==> config.mk <==
export PLATFORM = sky130hd
export DESIGN_NAME = multi_edge_detector_flat
export DESIGN_NICKNAME = d
export VERILOG_FILES = /design/src/rtl/edgedet_pkg.sv /design/src/rtl/multi_edge_detector_if.sv /design/src/rtl/multi_edge_detector_chan.sv /design/src/rtl/multi_edge_detector.sv /design/src/flat_wrapper.sv
export SDC_FILE = /design/constraint.sdc
export NUM_CORES = 1
export LEC_CHECK = 0
export CORE_MARGIN = 4
export CORE_UTILIZATION = 45
export CTS_BUF_LIST = sky130_fd_sc_hd__clkbuf_8
export DETAILED_ROUTE_END_ITERATION = 6
export PLACE_DENSITY = 0.94
export SLEW_MARGIN = 20
export SYNTH_ARGS = -nofsm -noshare
export SYNTH_HDL_FRONTEND = slang
export SYNTH_SLANG_ARGS = --single-unit
==> constraint.sdc <==
create_clock -name clk -period 1.6 [get_ports clk]
set_input_delay 0.24 -clock clk [delete_from_list [all_inputs] [get_ports clk]]
set_output_delay 0.24 -clock clk [all_outputs]
set_load 0.01 [all_outputs]
==> src/rtl/edgedet_pkg.sv <==
// -----------------------------------------------------------------------------
// edgedet_pkg
// Shared types and helpers for the multi-channel edge detector.
//   edge_mode_t    : per-channel edge mode (OFF / RISE / FALL / BOTH)
//   MODE_W         : bits of mode per channel in the packed mode bus
//   mode_lsb()     : LSB position of channel ch inside the packed mode bus
//   edge_qualifies : whether a raw edge of the given direction counts under a mode
// -----------------------------------------------------------------------------
package edgedet_pkg;

    localparam int unsigned MODE_W = 2;

    typedef enum logic [MODE_W-1:0] {
        MODE_OFF  = 2'b00,
        MODE_RISE = 2'b01,
        MODE_FALL = 2'b10,
        MODE_BOTH = 2'b11
    } edge_mode_t;

    // Bit offset of a channel's mode field in the packed {chN..ch0} mode bus.
    function automatic int unsigned mode_lsb(input int unsigned ch);
        return ch * MODE_W;
    endfunction

    // rising = 1 for a 0->1 edge, 0 for a 1->0 edge.
    function automatic logic edge_qualifies(input edge_mode_t m, input logic rising);
        logic q;
        q = 1'b0;
        case (m)
            MODE_RISE: q = rising;
            MODE_FALL: q = !rising;
            MODE_BOTH: q = 1'b1;
            default:   q = 1'b0;
        endcase
        return q;
    endfunction

endpackage

==> src/rtl/multi_edge_detector_if.sv <==
// -----------------------------------------------------------------------------
// multi_edge_detector_if
// Bundles the per-channel signals of the edge detector.
//   levelin    : raw level per channel                    (master -> slave)
//   mode       : packed 2-bit mode per channel            (master -> slave)
//   clr        : sticky-flag clear strobe per channel     (master -> slave)
//   outpulse   : pulse per qualifying edge                (slave -> master)
//   event_flag : sticky event flag                        (slave -> master)
//   level      : debounced level                          (slave -> master)
// -----------------------------------------------------------------------------
interface multi_edge_detector_if
    import edgedet_pkg::*;
#(
    parameter int unsigned CH = 4
);

    logic [CH-1:0]        levelin;
    logic [MODE_W*CH-1:0] mode;
    logic [CH-1:0]        clr;
    logic [CH-1:0]        outpulse;
    logic [CH-1:0]        event_flag;
    logic [CH-1:0]        level;

    modport master (
        output levelin,
        output mode,
        output clr,
        input  outpulse,
        input  event_flag,
        input  level
    );

    modport slave (
        input  levelin,
        input  mode,
        input  clr,
        output outpulse,
        output event_flag,
        output level
    );

endinterface

==> src/rtl/multi_edge_detector_chan.sv <==
// -----------------------------------------------------------------------------
// edge_chan
// One channel of the edge detector: optional 2-flop synchroniser, debounce
// filter, edge qualification by mode, retriggerable pulse counter and sticky
// event flag.
// Macro EDGEDET_SYNC_EN: when defined, levelin passes through a 2-flop
// synchroniser (reset to 0) before the debounce stage; all latencies grow by 2.
// Ports:
//   clk, rst   : clock, synchronous active-low reset
//   levelin    : raw level
//   mode       : edge mode for this channel
//   clr        : sticky-flag clear strobe
//   outpulse   : registered pulse, PULSE_LEN cycles per qualifying edge
//   event_flag : registered sticky flag
//   level      : registered debounced level
// -----------------------------------------------------------------------------
module edge_chan
    import edgedet_pkg::*;
#(
    parameter int unsigned DEBOUNCE  = 1,
    parameter int unsigned PULSE_LEN = 1
) (
    input  logic       clk,
    input  logic       rst,
    input  logic       levelin,
    input  edge_mode_t mode,
    input  logic       clr,
    output logic       outpulse,
    output logic       event_flag,
    output logic       level
);

    localparam int unsigned CNT_W  = $clog2(DEBOUNCE + 1);
    localparam int unsigned PCNT_W = $clog2(PULSE_LEN + 1);

    logic              sample_c;
    logic [CNT_W-1:0]  cnt_q,  cnt_d;
    logic [PCNT_W-1:0] pcnt_q, pcnt_d;
    logic              level_q, level_d;
    logic              flag_q,  flag_d;
    logic              pulse_q;
    logic              raw_edge_c;
    logic              qual_c;

`ifdef EDGEDET_SYNC_EN
    // Two-stage synchroniser; levelin may be asynchronous to clk.
    logic [1:0] sync_q;

    always_ff @(posedge clk) begin
        if (!rst) begin
            sync_q <= 2'b00;
        end else begin
            sync_q <= {sync_q[0], levelin};
        end
    end

    assign sample_c = sync_q[1];
`else
    assign sample_c = levelin;
`endif

    // Debounce: a new level is accepted after DEBOUNCE consecutive differing samples.
    always_comb begin
        cnt_d      = cnt_q;
        level_d    = level_q;
        raw_edge_c = 1'b0;
        if (sample_c == level_q) begin
            cnt_d = '0;
        end else if (cnt_q == CNT_W'(DEBOUNCE - 1)) begin
            level_d    = sample_c;
            cnt_d      = '0;
            raw_edge_c = 1'b1;
        end else begin
            cnt_d = cnt_q + CNT_W'(1);
        end
    end

    // The new level value gives the edge direction.
    assign qual_c = raw_edge_c && edge_qualifies(mode, sample_c);

    // Pulse counter: qualifying edge (re)loads, otherwise count down to zero.
    always_comb begin
        pcnt_d = pcnt_q;
        if (qual_c) begin
            pcnt_d = PCNT_W'(PULSE_LEN);
        end else if (pcnt_q != '0) begin
            pcnt_d = pcnt_q - PCNT_W'(1);
        end
    end

    // Sticky flag: set has priority over clear.
    always_comb begin
        flag_d = flag_q;
        if (qual_c) begin
            flag_d = 1'b1;
        end else if (clr) begin
            flag_d = 1'b0;
        end
    end

    // State and registered outputs.
    always_ff @(posedge clk) begin
        if (!rst) begin
            cnt_q   <= '0;
            pcnt_q  <= '0;
            level_q <= 1'b0;
            flag_q  <= 1'b0;
            pulse_q <= 1'b0;
        end else begin
            cnt_q   <= cnt_d;
            pcnt_q  <= pcnt_d;
            level_q <= level_d;
            flag_q  <= flag_d;
            pulse_q <= (pcnt_d != '0);
        end
    end

    assign outpulse   = pulse_q;
    assign event_flag = flag_q;
    assign level      = level_q;

endmodule

==> src/rtl/multi_edge_detector.sv <==
// -----------------------------------------------------------------------------
// multi_edge_detector
// CH independent edge-detector channels with debounce, per-channel mode,
// retriggerable output pulse and sticky event flag.
// Macro EDGEDET_SYNC_EN: when defined, each channel adds a 2-flop input
// synchroniser so levelin may be asynchronous.
// Ports:
//   clk : clock
//   rst : synchronous active-low reset
//   bus : multi_edge_detector_if.slave (levelin, mode, clr in;
//         outpulse, event_flag, level out)
// Parameters: CH channels, DEBOUNCE samples to accept a level,
//             PULSE_LEN pulse length in cycles.
// -----------------------------------------------------------------------------
module multi_edge_detector
    import edgedet_pkg::*;
#(
    parameter int unsigned CH        = 4,
    parameter int unsigned DEBOUNCE  = 1,
    parameter int unsigned PULSE_LEN = 1
) (
    input  logic                        clk,
    input  logic                        rst,
    multi_edge_detector_if.slave        bus
);

    logic [CH-1:0] pulse_v;
    logic [CH-1:0] flag_v;
    logic [CH-1:0] level_v;

    // One channel instance per bit; channels share nothing but clock and reset.
    for (genvar i = 0; i < int'(CH); i++) begin : g_chan
        edge_mode_t chan_mode_c;

        assign chan_mode_c = edge_mode_t'(bus.mode[mode_lsb(i) +: MODE_W]);

        edge_chan #(
            .DEBOUNCE  (DEBOUNCE),
            .PULSE_LEN (PULSE_LEN)
        ) u_chan (
            .clk        (clk),
            .rst        (rst),
            .levelin    (bus.levelin[i]),
            .mode       (chan_mode_c),
            .clr        (bus.clr[i]),
            .outpulse   (pulse_v[i]),
            .event_flag (flag_v[i]),
            .level      (level_v[i])
        );
    end

    assign bus.outpulse   = pulse_v;
    assign bus.event_flag = flag_v;
    assign bus.level      = level_v;

endmodule

==> src/flat_wrapper.sv <==
// flat-port wrapper written by rule: the top's interface ports become plain ports
module multi_edge_detector_flat import edgedet_pkg::*;
#(
    parameter int unsigned CH        = 4,
    parameter int unsigned DEBOUNCE  = 1,
    parameter int unsigned PULSE_LEN = 1
)
  (clk, rst, bus_levelin, bus_mode, bus_clr, bus_outpulse, bus_event_flag, bus_level);
  multi_edge_detector_if #(.CH(CH)) bus_i ();
  input  logic clk;
  input  logic rst;
  input wire logic [$bits(bus_i.levelin)-1:0] bus_levelin;
  input wire logic [$bits(bus_i.mode)-1:0] bus_mode;
  input wire logic [$bits(bus_i.clr)-1:0] bus_clr;
  output wire logic [$bits(bus_i.outpulse)-1:0] bus_outpulse;
  output wire logic [$bits(bus_i.event_flag)-1:0] bus_event_flag;
  output wire logic [$bits(bus_i.level)-1:0] bus_level;
  assign bus_i.levelin = bus_levelin;
  assign bus_i.mode = bus_mode;
  assign bus_i.clr = bus_clr;
  assign bus_outpulse = bus_i.outpulse;
  assign bus_event_flag = bus_i.event_flag;
  assign bus_level = bus_i.level;
  multi_edge_detector #(.CH(CH), .DEBOUNCE(DEBOUNCE), .PULSE_LEN(PULSE_LEN)) u_core (.clk(clk), .rst(rst), .bus(bus_i));
endmodule
**Word level (Yosys, flattened, before mapping)**

Index checks and enable logic that the tools add are counted.

- Output and inout bits: 12
- Input port bits: 18
- Word-level logic and storage cells: 97
- Bits in registers: 16

- Eq/ne operators: 16
- $add $sub $neg: 8
- Reductions and logical operators: 20
- Muxes and demuxes: 28
- Bitwise operators: 9

Operators with widths:

| cell | number |
|---|---|
| 1-bit two-way mux | 24 |
| 2-bit == test, second input constant | 8 |
| 1-bit case mux with 3 select lines | 4 |
| 3-bit OR reduction | 4 |
| 1-bit NOT | 9 |
| 2-bit by 1-bit == test with 1-bit output, second input constant | 4 |
| 2-bit AND reduction | 4 |
| 2-bit nonzero test | 4 |
| 1-bit adder, second input constant | 4 |
| 1-bit == test | 4 |
| 1-bit logical AND | 4 |
| 1-bit zero test | 4 |
| 1-bit subtractor, second input constant | 4 |

**Depth between registers and ports, before layout**

Gate-level depths: netlist of run 1.

- Word-level depth: 4
- Depth in mapped cells: 3
- Depth with buffers taken out: 3

**Cells and area by module**

From an unflattened synthesis of run 1, not the netlist that was laid out.

- Cell total of the unflattened synthesis: 56
- Area, all modules: 575.6 µm²

By module, submodules not included:

| module | area an instance (µm²) | cells each | instances | sequential area each (µm²) |
|---|---|---|---|---|
| edge_chan | 143.9 | 14 | 4 | 80.1 |

**Least setup slack after synthesis of run 1**

Ideal clock, no wire load.

- Path kind: register to register
- Start: register u_core.g_chan[0].u_chan.level_q
- End: register u_core.g_chan[0].u_chan.flag_q
- Stages on the path, launching flop included: 4
- Data required time: 1.483 ns
- Period minus slack after synthesis: 0.809 ns
- Path slack: 0.791 ns
- Library setup time: 0.117 ns
- Arrival time: 0.692 ns
- Path buffers: 0
- Cells stage by stage: dfxtp_1 > nand3b_1 > o21ai_1 > a32o_2

- Cells in the longest elaborated chain, start to end: 4
- Elaborated cells between the ends (all ways): 5
- Classes of those cells: eq/ne: 1; mux: 2; reduce/logical: 2

Ends and longest elaborated chain:

| element | line | text |
|---|---|---|
| start: declaration | multi_edge_detector_chan.sv:39 | `logic level_q, level_d;` |
| start signal: assignment | multi_edge_detector_chan.sv:112 | `level_q <= level_d;` |
| 1-bit == test (*) | multi_edge_detector_chan.sv:67 | `if (sample_c == level_q) begin` |
| 1-bit two-way mux (*) | multi_edge_detector_chan.sv:67 |  |
| 1-bit logical AND (*) | multi_edge_detector_chan.sv:79 | `assign qual_c = raw_edge_c && edge_qualifies(mode, sample_c);` |
| 1-bit two-way mux or 2-bit nonzero test (tied branches) | - |  |
| end signal: assignment | multi_edge_detector_chan.sv:113 | `flag_q <= flag_d;` |
| end: declaration | multi_edge_detector_chan.sv:40 | `logic flag_q, flag_d;` |

Mark *: on every way between the ends. The rest lies on a longest branch, timed or not.
A chain may end at the register's enable or synchronous reset.

**Worst setup path in the final report of run 1**

- Start: register u_core.g_chan[3].u_chan.level_q
- End: output port bus_level[3]

RTL lines:

| element | line | text |
|---|---|---|
| start: declaration | multi_edge_detector_chan.sv:39 |  |
| start signal: assignment | multi_edge_detector_chan.sv:112 |  |
| end: declaration | flat_wrapper.sv:17 | `output wire logic [$bits(bus_i.level)-1:0] bus_level;` |

No word-level cell between the ends.

==> run metrics, run 1 <==
outcome=finished, final reports clean; Max Clk Rate=around 0.71 GHz; Compound-Gate Fraction of Synth Area=0.0987; sequential share of the synthesized area=0.486; adder-cell share of the synthesized area=0; Final GP Congestion=about 0.7; # Post-CTS Setup Buffers=0; Synth Flop Type=dfxtp_1; drt drc=0; Fin Clk Skew=approximately 0.0013 ns; critical path startpoint category=flop; CP Data Arrival Time=approximately 1.2 ns; Hold Fails Final Rpt=0; Initial DRC Count=3; minimum clock period after layout=between 1 and 1.5 ns; WP buf/inv=1; Pleak=~0.42 nW; Routed WL=1110 um; Die Footprint=about 2100 um^2; PortBufs=29; Max VDD drop=about 0.80 mV; critical path peak fanout=4; Worst Path Required=roughly 1.4 ns; FP Rows=13; Routed WL per cell=approximately 11 um; Max Cap Viol=0; unrepaired setup endpoints after global routing=no; die width=roughly 46 um; critical path's largest stage delay=roughly 0.56 ns; routed vias/inst=4.60; post_cts resized=0; Synth Area in XOR/XNOR=0; CTS Hold Bufs=0; Worst Setup End Kind=output port; CTS tree=done; kind of cell adding the most delay to the critical path=buffers and inverters; htree depth=1; Die Ht=around 46 um; first-pass GRT wire length=between 1500 and 2000 um; Ys Warns=0; flops & latches, synth=16; top-count cell post-synth=dfxtp_1; Non-Filler Instances=about 100; DR vias=around 480; mapped cell area=659 um^2; Ant. Diodes=0; clk sink count=16; Cell Chain, Critical Path=clkdlybuf4s50_1; leading area contributor after synthesis=dfxtp_1; HP Class=reg2reg; I/O pin cnt=30; share of cells above drive strength 1=0.0899; Mapped Cells=66; Core Footprint=~1300 um^2; multiplexer share of the synthesized area=0.0607; clk_lat worst skew=0.24 ns; crit share post-route=0.880; EDFF count, synth=0; PnR Total Power=0.000892 W; TNS Setup=0 ns; gr usage total=0.113; clk slew on worst S/H paths=approximately 0.06 ns; synth cell count leaders=dfxtp_1, buf_4, nor2b_1; largest net degree at the start of global routing=17; PD cells=~950 nW/um^2; top cells by area, synth=dfxtp_1, buf_4, nor2b_1, a32o_2, mux2i_1; vias in the first global route=around 460; Slew Viols, Final=0; Pre-antenna DRT Iters=2; Syn Area/Cell=roughly 10 um^2; P&R area growth vs syn=42.5%; initial antenna violation count=0; Starting Density=0.494; asr flop ratio synth=0; Final Util=0.705; # setup viols final=0; fin nets=around 110; WS Path Type=reg2out; CTS max path bufs=2; Crit-path slowest cell=clkdlybuf4s50_1; DRT antenna net count=0; total grt overflow=0; Clock Tree Root=clkbuf_8; Synth top area share=0.486; cts bufs inserted=3; simple logic cell fraction of the synthesized area=0.182; distinct cell type count after synthesis=12; largest family of logic cells by synthesized area=simple AND/OR/NAND/NOR gates; placed cells=100
==> cell type report <==
cell class,count,area (um^2)
well taps,15,18.8
repair buffers,29,290
flip-flops and latches,16,320
fillers,119,394
clock buffers,4,55.1
inverters,4,15.0
multi-input cells,36,240
==> report_power, final <==
part	internal [W]	switching, W	total [W]	leakage (nW)
sequential	0.000418	0.0000126	0.000431	0.132
combinational	0.0000799	0.0000373	0.000117	0.257
clock	0.000217	0.000126	0.000344	0.0288
==> layer usage <==
metal / track usage / wire, um / vias up
met5: 0 / 0 / -
met4: 0.0170 / 0 / 0
met3: 0.0313 / 142 / 0
met2: 0.195 / 511 / 22
met1: 0.141 / 458 / 204
li1: - / - / 252
==> worst register-to-register path, cell delays in order (launching register included) <==
cell	delay [ns]
dfxtp_1	0.33
nand3b_1	0.08
o21ai_1	0.08
a32o_2	0.26
==> kinds of logic after synthesis <==
group / Yosys count
buf+inv: 17
flops: 16
simple gates: 20
other cells: 1
mux: 4
compound gates: 8
==> path summary, 6_finish.rpt <==
path | start | endpoint | slack (ns) | cells past startpoint
hold reg to reg | u_core.g_chan[1].u_chan.event_flag$_SDFFE_PN0P_ | u_core.g_chan[1].u_chan.event_flag$_SDFFE_PN0P_ | 0.48 | 1
setup reg to reg | u_core.g_chan[2].u_chan.level$_SDFFE_PN0P_ | u_core.g_chan[2].u_chan.event_flag$_SDFFE_PN0P_ | 0.74 | 3
setup / recovery | u_core.g_chan[3].u_chan.level$_SDFFE_PN0P_ | bus_level[3] | 0.19 | 1
hold / removal | u_core.g_chan[1].u_chan.event_flag$_SDFFE_PN0P_ | u_core.g_chan[1].u_chan.event_flag$_SDFFE_PN0P_ | 0.48 | 1
==> flip-flops by register name (all words and copies together), names as in the netlist <==
register and count:
u_core.g_chan.u_chan.cnt_q 4, u_core.g_chan.u_chan.event_flag 4, u_core.g_chan.u_chan.level 4, u_core.g_chan.u_chan.outpulse 4
==> cell usage in the layout (no fill, tap or decap) <==
cell	count
clkdlybuf4s50_1	29
nand3b_1	4
clkbuf_8	4
conb_1	4
mux2i_1	4
nor2b_1	8
dfxtp_1	16
inv_1	4
and3_1	4
o21ai_1	4
nand2_1	4
a32o_2	4
==> stage by stage <==
step	hold slack, ns	worst slack [ns]	cell area [um^2]
detailed placement	0.470	0.183	885
floorplan	0.399	0.791	671
global route	0.502	0.122	940
finish	0.477	0.193	940
CTS	0.485	0.183	940
global placement	0.462	0.218	885
No activity file was read; power rests on OpenSTA's default activity.
==> run 2: changes to the inputs <==
Settings changed: PLACE_DENSITY 0.94 to default, PLACE_DENSITY_LB_ADDON from default to 0.08.
==> run 2 against run 1 <==
Compared with the run above: worst setup slack lost 0.0062 ns; count of clock-buffer cells in the layout is the same; cell area is the same; clock skew shrank 0.00091 ns; via count grew 1.9%; die area is the same; first-iteration DRC count grew 100%; largest cell class unchanged.
==> run metrics, run 2 (same netlist as run 1, synthesis figures left out) <==
area of the multi-input gates=240 um^2; pre-CTS setup slack=about 0.16 ns; P&R area growth vs syn=42.5%; clk sink count=16; Fin Clk Skew=about 0.00043 ns; routed vias/inst=~4.7; Final GP Congestion=around 0.68; Routed WL per cell=~11 um; TNS Setup=0 ns; vias in the first global route=between 400 and 500; Hold Slack=about 0.47 ns; WP buf/inv=1; Clock Tree Root=clkbuf_8; Initial DRC Count=6; # Post-CTS Setup Buffers=0; largest net degree at the start of global routing=17; fin nets=about 110; CP Data Arrival Time=around 1.2 ns; clk slew on worst S/H paths=0.06 ns; post_cts resized=0; Ant. Diodes=0; htree depth=1; Slew Viols, Final=0; outcome=finished, final reports clean; WS Path Type=reg2out; DR vias=roughly 490; Routed WL=around 1100 um; gr usage total=0.115; first-pass GRT wire length=~1800 um; hpwl dp=just under 900 um; drt drc=0; unrepaired setup endpoints after global routing=no; Core Footprint=1330 um^2; fillcell total=about 110; Crit-path slowest cell=clkdlybuf4s50_1; Starting Density=0.494; Hold Fails Final Rpt=0; # setup viols final=0; PortBufs=29; I/O pin cnt=30; critical path peak fanout=4; CTS Hold Bufs=0; HP Class=reg2reg; CTS max path bufs=2; Pre-antenna DRT Iters=4; Cell Chain, Critical Path=clkdlybuf4s50_1; Worst Path Required=between 1 and 1.5 ns; cts bufs inserted=3; kind of cell adding the most delay to the critical path=buffers and inverters; minimum clock period after layout=1.41 ns; Max Cap Viol=0; Max VDD drop=about 0.70 mV; Pleak=between 0.4 and 0.5 nW; Die Ht=roughly 46 um; initial antenna violation count=0; die width=roughly 46 um; FP Rows=13; CTS tree=done; clk_lat worst skew=approximately 0.24 ns; sequential cell area=320 um^2; crit share post-route=0.883; total grt overflow=0; most common cell after layout, fill and taps aside=clkdlybuf4s50_1; Worst Setup End Kind=output port; DRT antenna net count=0; Max Clk Rate=around 0.71 GHz; critical path startpoint category=flop; Die Footprint=2140 um^2; share of cells above drive strength 1=0.0899; most frequent cells in the layout=clkdlybuf4s50_1, dfxtp_1, nor2b_1; critical path's largest stage delay=approximately 0.55 ns; PD cells=944 nW/um^2; Final WS setup=0.187 ns
## run 2: cell counts in the layout (fill, tap and decap cells not counted)
Identical to the previous run, type by type.
## run 2: per-stage QoR
step | std cells | util | cell area [um^2] | power, W
floorplan | 69 | - | 671 | 0.000498
global placement | 100 | 0.663 | 885 | 0.000555
detailed placement | 100 | 0.663 | 885 | 0.000557
CTS | 104 | 0.705 | 940 | 0.000899
global route | 104 | 0.705 | 940 | 0.000931
finish | 104 | 0.705 | 940 | 0.000887
## run 2: power breakdown
group          switching [W]  leakage [nW]  internal [W]
Combinational      0.0000379         0.257     0.0000799
Clock               0.000121        0.0288      0.000217
Sequential         0.0000125         0.132      0.000418
Total               0.000172         0.418      0.000715
## run 2: path summary, 6_finish.rpt
| check | start | endpoint | slack, ns | cells past startpoint |
|---|---|---|---|---|
| setup / recovery | u_core.g_chan[1].u_chan.level$_SDFFE_PN0P_ | bus_level[1] | 0.19 | 1 |
| hold / removal | u_core.g_chan[1].u_chan.event_flag$_SDFFE_PN0P_ | u_core.g_chan[1].u_chan.event_flag$_SDFFE_PN0P_ | 0.47 | 1 |
| setup reg to reg | u_core.g_chan[3].u_chan.level$_SDFFE_PN0P_ | u_core.g_chan[3].u_chan.event_flag$_SDFFE_PN0P_ | 0.73 | 3 |
| hold reg to reg | u_core.g_chan[1].u_chan.event_flag$_SDFFE_PN0P_ | u_core.g_chan[1].u_chan.event_flag$_SDFFE_PN0P_ | 0.47 | 1 |
## run 2: final cells by class
cell class / instances / area share
Clock buffer: 4 / 0.0586
Inverter: 4 / 0.0160
Multi-Input combinational cell: 36 / 0.256
Sequential cell: 16 / 0.341
Tap cell: 15 / 0.0200
Timing Repair Buffer: 29 / 0.309
## run 2: layer usage
layer / vias up / track usage / share of wire
met5: - / 0 / 0
met4: 0 / 0.0511 / 0.0080
met3: 2 / 0.0352 / 0.14
met2: 22 / 0.184 / 0.45
met1: 211 / 0.139 / 0.40
li1: 252 / - / -
==> run 3: changes to the inputs <==
Settings changed: CELL_PAD_IN_SITES_DETAIL_PLACEMENT from default to 1, CELL_PAD_IN_SITES_GLOBAL_PLACEMENT from default to 2, CORE_UTILIZATION 45 to 26, HOLD_SLACK_MARGIN from default to 0.06, SKIP_CTS_REPAIR_TIMING from default to 1.
==> run 3 against run 2 <==
Compared with the run above: clock power grew 4%; via count grew 3.3%; sequential power is essentially flat; sequential cell count is the same; fmax shrank 0.96%; wire length grew 13%; combinational power is essentially flat; total power grew 2.0%; largest cell class unchanged; largest power group unchanged.
==> run metrics, run 3 (same netlist as run 1, synthesis figures left out) <==
outcome=finished, final reports clean; WP buf/inv=1; Initial DRC Count=3; # setup viols final=0; Crit-path slowest cell=clkdlybuf4s50_1; minimum clock period after layout=1.43 ns; Ant. Diodes=0; Routed WL per cell=around 11 um; Die Ht=between 50 and 60 um; Hold Fails Final Rpt=0; unrepaired setup endpoints after global routing=no; CP startpoint=u_core.g_chan[3].u_chan.level$_SDFFE_PN0P_; drt drc=0; hold depth=1; pre-CTS setup slack=0.272 ns; Slew Viols, Final=0; Clock Tree Root=clkbuf_8; most frequent cells in the layout=clkdlybuf4s50_1, dfxtp_1, nor2b_1; reg2reg path depth=3; HP Class=reg2reg; PD cells=between 900 and 1000 nW/um^2; largest net degree at the start of global routing=17; P&R area growth vs syn=46.1%; placed inst area=908 um^2; gr usage total=0.0835; vias in the first global route=approximately 500; share of cells above drive strength 1=0.100; kind of cell adding the most delay to the critical path=buffers and inverters; Die Footprint=about 3400 um^2; Pre-antenna DRT Iters=2; most common cell after layout, fill and taps aside=clkdlybuf4s50_1; r2r setup slk=0.72 ns; PortBufs=29; crit share post-route=0.892; Core Footprint=around 2300 um^2; Final WS setup=0.173 ns; Hold Path Sink=u_core.g_chan[3].u_chan.event_flag$_SDFFE_PN0P_; Non-Filler Instances=between 100 and 150; htree depth=1; Max Cap Viol=0; die width=~60 um; TNS Setup=0 ns; WS Path Type=reg2out; fin area=between 900 and 1000 um^2; critical path's largest stage delay=between 0.5 and 0.6 ns; Final GP Congestion=0.691; CTS tree=done; CP Data Arrival Time=between 1 and 1.5 ns; Fin Clk Skew=between 0.005 and 0.006 ns; hpwl dp=1000 um; Worst R2R Start=u_core.g_chan[0].u_chan.level$_SDFFE_PN0P_; initial antenna violation count=0; clk_lat worst skew=around 0.25 ns; Starting Density=0.284; Pleak=approximately 0.42 nW; Worst Setup End Kind=output port; critical path startpoint category=flop; fin nets=about 110; Critical Path Stages=1; CTS max path bufs=2; Max VDD drop=around 0.63 mV; Max Clk Rate=0.701 GHz; DR vias=503; routed vias/inst=approximately 4.3; I/O pin cnt=30; total grt overflow=0; worst min-delay path startpoint=u_core.g_chan[3].u_chan.event_flag$_SDFFE_PN0P_; critical path peak fanout=4; placed cells=between 100 and 150; Cell Chain, Critical Path=clkdlybuf4s50_1; FP Rows=17; DRT antenna net count=0; clk slew on worst S/H paths=around 0.060 ns; reg-to-reg endpoint=u_core.g_chan[0].u_chan.event_flag$_SDFFE_PN0P_; cts bufs inserted=3; Routed WL=between 1000 and 1500 um; Worst Path Required=about 1.4 ns; first-pass GRT wire length=between 2000 and 2500 um; clk sink count=16
run 3: cell count changes in the layout (fill, tap and decap cells not counted), sizes merged:
cell,before,now
buf,0,1
run 3: layout make-up:
type / count / area, um^2
Clock buffer: 4 / 55.1
Tap cell: 28 / 35.0
Multi-Input combinational cell: 36 / 240
Fill cell: 272 / 1360
Timing Repair Buffer: 30 / 298
Inverter: 4 / 15.0
Sequential cell: 16 / 320
run 3: report_power, final:
part	switching (W)	internal, W	total [W]	leakage, nW
combinational	0.0000387	0.0000815	0.000120	0.262
sequential	0.0000127	0.000418	0.000431	0.132
clock	0.000136	0.000218	0.000354	0.0288
total	0.000187	0.000718	0.000905	0.423
run 3: metal layers:
| metal | global-route usage | wire [um] |
|---|---|---|
| met5 | 0 | 0 |
| met4 | 0.0298 | 10 |
| met3 | 0.0504 | 130 |
| met2 | 0.139 | 610 |
| met1 | 0.0860 | 529 |
run 3: per-stage QoR:
stage,utilization,power (W),hold WS [ns]
4_1_cts,0.416,0.000920,0.486
3_3_place_gp,0.392,0.000559,0.464
2_1_floorplan,-,0.000498,0.399
3_5_place_dp,0.392,0.000562,0.463
5_1_grt,0.416,0.000953,0.504
6_report,0.416,0.000905,0.483
run 3: worst max path at each step:
stage	to	slack [ns]
final	bus_level[3]	0.17
after detailed placement	u_core.g_chan[1].u_chan.event_flag$_SDFFE_PN0P_	0.27
after floorplan	u_core.g_chan[0].u_chan.event_flag$_SDFFE_PN0P_	0.79
after global routing	bus_level[1]	0.13
after global placement	u_core.g_chan[0].u_chan.event_flag$_SDFFE_PN0P_	0.30
after CTS	bus_level[3]	0.16
==> variant 1 (flow settings as in run 2) <==
Build with the macro `EDGEDET_SYNC_EN` defined.
--- a/src/rtl/multi_edge_detector_chan.sv
+++ b/src/rtl/multi_edge_detector_chan.sv
@@ -16,2 +16,4 @@
 // -----------------------------------------------------------------------------
+`define EDGEDET_SYNC_EN
+
 module edge_chan
Behaviour: not the same (Yosys sat finds a counterexample within 4 cycles, from zero or initial values and one cycle with rst low).
==> variant 1 against run 2 <==
Register-to-register slack got worse by 30 ps; via count rose by 17%; critical path depth did not move; combinational power is 21% lower; routed wire length increased by 15%; critical path type unchanged; first-iteration DRC count shrank 67%; synthesized area up 33%; worst setup slack got worse by 2.8 ps; final cell count grew 25%; total power grew 19%; sequential cell count rose by 8; final area grew 23%.
==> variant 1: results (changes against run 2) <==
| Metric | Value |
|---|---|
| Routed length on met1 | `604 um (was 456 um)` |
| Number of global-route vias before repair | `531 (was 438)` |
| Vias | `570 (was 487)` |
| Leak Pwr | `0.468 nW (was 0.418 nW)` |
| Metal3 WL | `101 um (was 157 um)` |
| Multi-input gate area | `290 um^2 (was 240 um^2)` |
| Clock-cell share | `0.0357 (was 0.0586)` |
| Met2 GRT Util | `0.176 (was 0.184)` |
| Mux cell area share after synthesis | `0.0458 (was 0.0607)` |
| Complex-gate fraction of the synthesized area | `0.0687 (was 0.0987)` |
| Reg2reg end | `u_core.g_chan[0].u_chan.event_flag (was u_core.g_chan[3].u_chan.event_flag)` |
| Status | `complete, no violations (unchanged)` |
| GP Congestion | `0.689 (was 0.679)` |
| Int Power | `0.851 mW (was 0.715 mW)` |
| Met2 routed WL | `583 um (was 509 um)` |
| Initial drt markers | `2 (was 6)` |
| Met3 Use GR | `0.0229 (was 0.0352)` |
| Non-clock buffers | `30 (was 29)` |
| # fillers | `162 (was 108)` |
| Hold Path Origin | `u_core.g_chan[0].u_chan.sync_q[0] (was u_core.g_chan[1].u_chan.event_flag)` |
| Pin count of the biggest net entering global routing | `25 (was 17)` |
| Post-synthesis cell type count | `13 (was 12)` |
| Number of non-clock inverters | `4 (unchanged)` |
| Pre-Repair DR Iteration Count | `2 (was 4)` |
| H-tree depth | `1 (unchanged)` |
| Post-synth top cells | `dfxtp_1, buf_4, and2_1, nor2b_1 (was dfxtp_1, buf_4, nor2b_1)` |
| Sequential power share | `0.596 (was 0.485)` |
| Seq cells post-synth | `24 (was 16)` |
| Peak VDD IR | `0.595 mV (was 0.695 mV)` |
| Highest routed layer | `met4 (unchanged)` |
| Clock skew | `3.69 ps (was 0.426 ps)` |
| First-pass GRT wire length | `2.13 mm (was 1.75 mm)` |
| Sequential-to-total area share from yosys stat | `0.549 (was 0.486)` |
| Hold WS | `435 ps (was 471 ps)` |
| Multi-input gates | `44 (was 36)` |
| Setup crit start | `u_core.g_chan[0].u_chan.level (was u_core.g_chan[1].u_chan.level)` |
| Synth area leaders | `dfxtp_1, buf_4, and2_1 (was dfxtp_1, buf_4, nor2b_1)` |
| Final Net Count | `125 (was 108)` |
| Buffering overhead | `0.258 (was 0.309)` |
| Layout cells sized above 1 | `0.0762 (was 0.0899)` |
| HPWL reported at the end of detailed placement | `982 um (was 886 um)` |
| GR Layer Usage met1 | `0.122 (was 0.139)` |
| WHS Endpoint | `u_core.g_chan[0].u_chan.sync_q[1] (was u_core.g_chan[1].u_chan.event_flag)` |
| Flip-flop and latch area | `480 um^2 (was 320 um^2)` |
| Clock transition at path regs | `80 ps (was 60 ps)` |
| FF-to-FF Start | `u_core.g_chan[0].u_chan.sync_q[1] (was u_core.g_chan[3].u_chan.level)` |
| P_comb | `0.0930 mW (was 0.118 mW)` |
| GRT Util Overall | `0.106 (was 0.115)` |
-- variant 1: cell types whose count changed in the layout (fill, tap and decap cells not counted), moves of 4 or more --
cell	run 2	this run
dfxtp_1	16	24
a32o_1	0	4
and2_1	0	8
a32o_2	4	0
and3_1	4	0
and3_2	0	4
-- variant 1: worst max-delay path by stage --
stage | endpoint | cells after the start
floorplan | u_core.g_chan[0].u_chan.event_flag | 3
global placement | u_core.g_chan[3].u_chan.event_flag | 4
detailed placement | u_core.g_chan[2].u_chan.event_flag | 4
CTS | bus_level[2] | 1
global route | bus_level[0] | 1
finish | bus_level[0] | 1
-- variant 1: per-stage QoR --
step           power [mW]  area [um^2]  utilization  cells  setup slack, ps
4_1_cts              1.07         1160        0.648    130              169
2_1_floorplan       0.683          886            -     86              771
5_1_grt              1.11         1160        0.648    130              114
3_3_place_gp        0.734         1110        0.625    127              323
6_report             1.05         1160        0.648    130              184
3_5_place_dp        0.736         1110        0.625    127              299
==> variant 2 (settings of run 2) <==
Made on the original files. `CH` is set to 4 in 3 places; all go to 5.
--- a/src/rtl/multi_edge_detector_if.sv
+++ b/src/rtl/multi_edge_detector_if.sv
@@ -13,3 +13,3 @@
 #(
-    parameter int unsigned CH = 4
+    parameter int unsigned CH = 5
 );
--- a/src/rtl/multi_edge_detector.sv
+++ b/src/rtl/multi_edge_detector.sv
@@ -17,3 +17,3 @@
 #(
-    parameter int unsigned CH        = 4,
+    parameter int unsigned CH        = 5,
     parameter int unsigned DEBOUNCE  = 1,
--- a/src/flat_wrapper.sv
+++ b/src/flat_wrapper.sv
@@ -3,3 +3,3 @@
 #(
-    parameter int unsigned CH        = 4,
+    parameter int unsigned CH        = 5,
     parameter int unsigned DEBOUNCE  = 1,
Ports: changed (6 resized); port bits go from 30 to 37. The function was not compared with the original's and may differ.
==> variant 2 against run 2 <==
Sequential power increased by 25%; sequential cell count grew 4; synthesized area increased by 26%; total power increased by 19%; synthesized cell count up 26%; final area rose by 25%; die area rose by 22%; worst setup slack worse by 7.3 ps; count of clock-buffer cells in the layout stayed put; worst hold slack gained 3.3 ps; routed wire length rose by 30%; core utilization fell by 3.2 points.
==> variant 2: results (changes against run 2) <==
| Metric | Value |
|---|---|
| Reg2Reg Depth | `3 (unchanged)` |
| Number of global-route vias before repair | `560 (was 438)` |
| Pin count of the biggest net entering global routing | `21 (was 17)` |
| Sequential power share | `0.508 (was 0.485)` |
| HPWL reported at the end of detailed placement | `1.11 mm (was 886 um)` |
| FF-to-FF Start | `u_core.g_chan[2].u_chan.level (was u_core.g_chan[3].u_chan.level)` |
| Slowest cell on crit path | `clkdlybuf4s50_1 (unchanged)` |
| GRT Util Overall | `0.116 (was 0.115)` |
| HP Class | `register to register (unchanged)` |
| Final Net Count | `134 (was 108)` |
| # DRC | `0 (unchanged)` |
| Sequential-to-total area share from yosys stat | `0.480 (was 0.486)` |
| Post-synthesis cell type count | `13 (was 12)` |
| Hold WS | `475 ps (was 471 ps)` |
| Place WS | `284 ps (was 160 ps)` |
| Gate Count Post-Synth | `83 (was 66)` |
| Worst hold stages | `1 (unchanged)` |
| Pwr Total | `1.06 mW (was 0.887 mW)` |
| FFs w/ async S/R, synth | `0 (unchanged)` |
| PostCTS Resize Cnt | `0 (unchanged)` |
| First-pass GRT wire length | `2.30 mm (was 1.75 mm)` |
| Crit path time final | `1420 ps (was 1410 ps)` |
| Int Power | `0.841 mW (was 0.715 mW)` |
| GP Congestion | `0.659 (was 0.679)` |
| Cell family with most CP delay | `buffers and inverters (unchanged)` |
| CTS buffer count | `3 (unchanged)` |
| Leak Pwr | `0.519 nW (was 0.418 nW)` |
| WL final | `1.47 mm (was 1.13 mm)` |
| Layout cells sized above 1 | `0.0901 (was 0.0899)` |
| H-tree depth | `1 (unchanged)` |
| Peak VDD IR | `0.736 mV (was 0.695 mV)` |
| Vias per inst | `4.49 (was 4.68)` |
| Clk buf depth | `2 (unchanged)` |
| Status | `complete, no violations (unchanged)` |
| Initial drt markers | `2 (was 6)` |
| Synth area leaders | `dfxtp_1, buf_4, nor2b_1 (unchanged)` |
| Post-CTS setup buffers | `0 (unchanged)` |
| # fillers | `152 (was 108)` |
| Post-synth top cells | `dfxtp_1, buf_4, nor2b_1 (unchanged)` |
| Clk network pwr share | `0.351 (was 0.382)` |
| Latest clock arrival within the worst-skew pair | `about 250 ps` |
| Root buffer cell | `clkbuf_8 (unchanged)` |
| CP max FO | `4 (unchanged)` |
| Port bufs | `36 (was 29)` |
| Hold Path Origin | `u_core.g_chan[4].u_chan.event_flag (was u_core.g_chan[1].u_chan.event_flag)` |
| WHS Endpoint | `u_core.g_chan[4].u_chan.event_flag (was u_core.g_chan[1].u_chan.event_flag)` |
| Vias | `610 (was 487)` |
| Clock skew | `2.17 ps (was 0.426 ps)` |
| Setup slack, reg-to-reg | `between 700 and 800 ps` |
| Reg2reg end | `u_core.g_chan[2].u_chan.event_flag (was u_core.g_chan[3].u_chan.event_flag)` |
## variant 2: layout make-up
type	count	area share
Tap cell	25	0.0267
Clock buffer	4	0.0469
Timing Repair Buffer	37	0.313
Sequential cell	20	0.341
Multi-Input combinational cell	45	0.256
Inverter	5	0.0160
## variant 2: layer usage
metal,part of all wire,track usage,wire length [um]
met3,0.081,0.0292,119
met1,0.47,0.144,687
met4,0.0088,0.0538,13
met5,0,0,0
met2,0.44,0.187,649
## variant 2: logic make-up (layout without fill, tap and decap cells)
| group | count (synthesis) | after routing | synth area share |
|---|---|---|---|
| buffers and inverters | 22 | 46 | 0.177 |
| muxes | 5 | 5 | 0.0601 |
| and+or+nand+nor | 25 | 25 | 0.180 |
| DFF | 20 | 20 | 0.480 |
| AOI/OAI and AO/OA | 10 | 10 | 0.0976 |
| other | 1 | 5 | 0.00450 |
## variant 2: worst max-delay path by stage
stage                                    endpoint                           from  depth (start not counted)
2_1_floorplan  u_core.g_chan[0].u_chan.event_flag  u_core.g_chan[0].u_chan.level                          3
3_3_place_gp   u_core.g_chan[4].u_chan.event_flag                            rst                          4
3_5_place_dp   u_core.g_chan[0].u_chan.event_flag                 bus_levelin[0]                          4
4_1_cts                              bus_level[0]  u_core.g_chan[0].u_chan.level                          1
5_1_grt                              bus_level[2]  u_core.g_chan[2].u_chan.level                          1
6_report                             bus_level[2]  u_core.g_chan[2].u_chan.level                          1
## variant 2: metrics by stage
| step | cell area (um^2) | util |
|---|---|---|
| 2_1_floorplan | 848 | - |
| 3_5_place_dp | 1120 | 0.641 |
| 4_1_cts | 1170 | 0.672 |
| 5_1_grt | 1170 | 0.672 |
| 6_report | 1170 | 0.672 |
| 3_3_place_gp | 1120 | 0.641 |
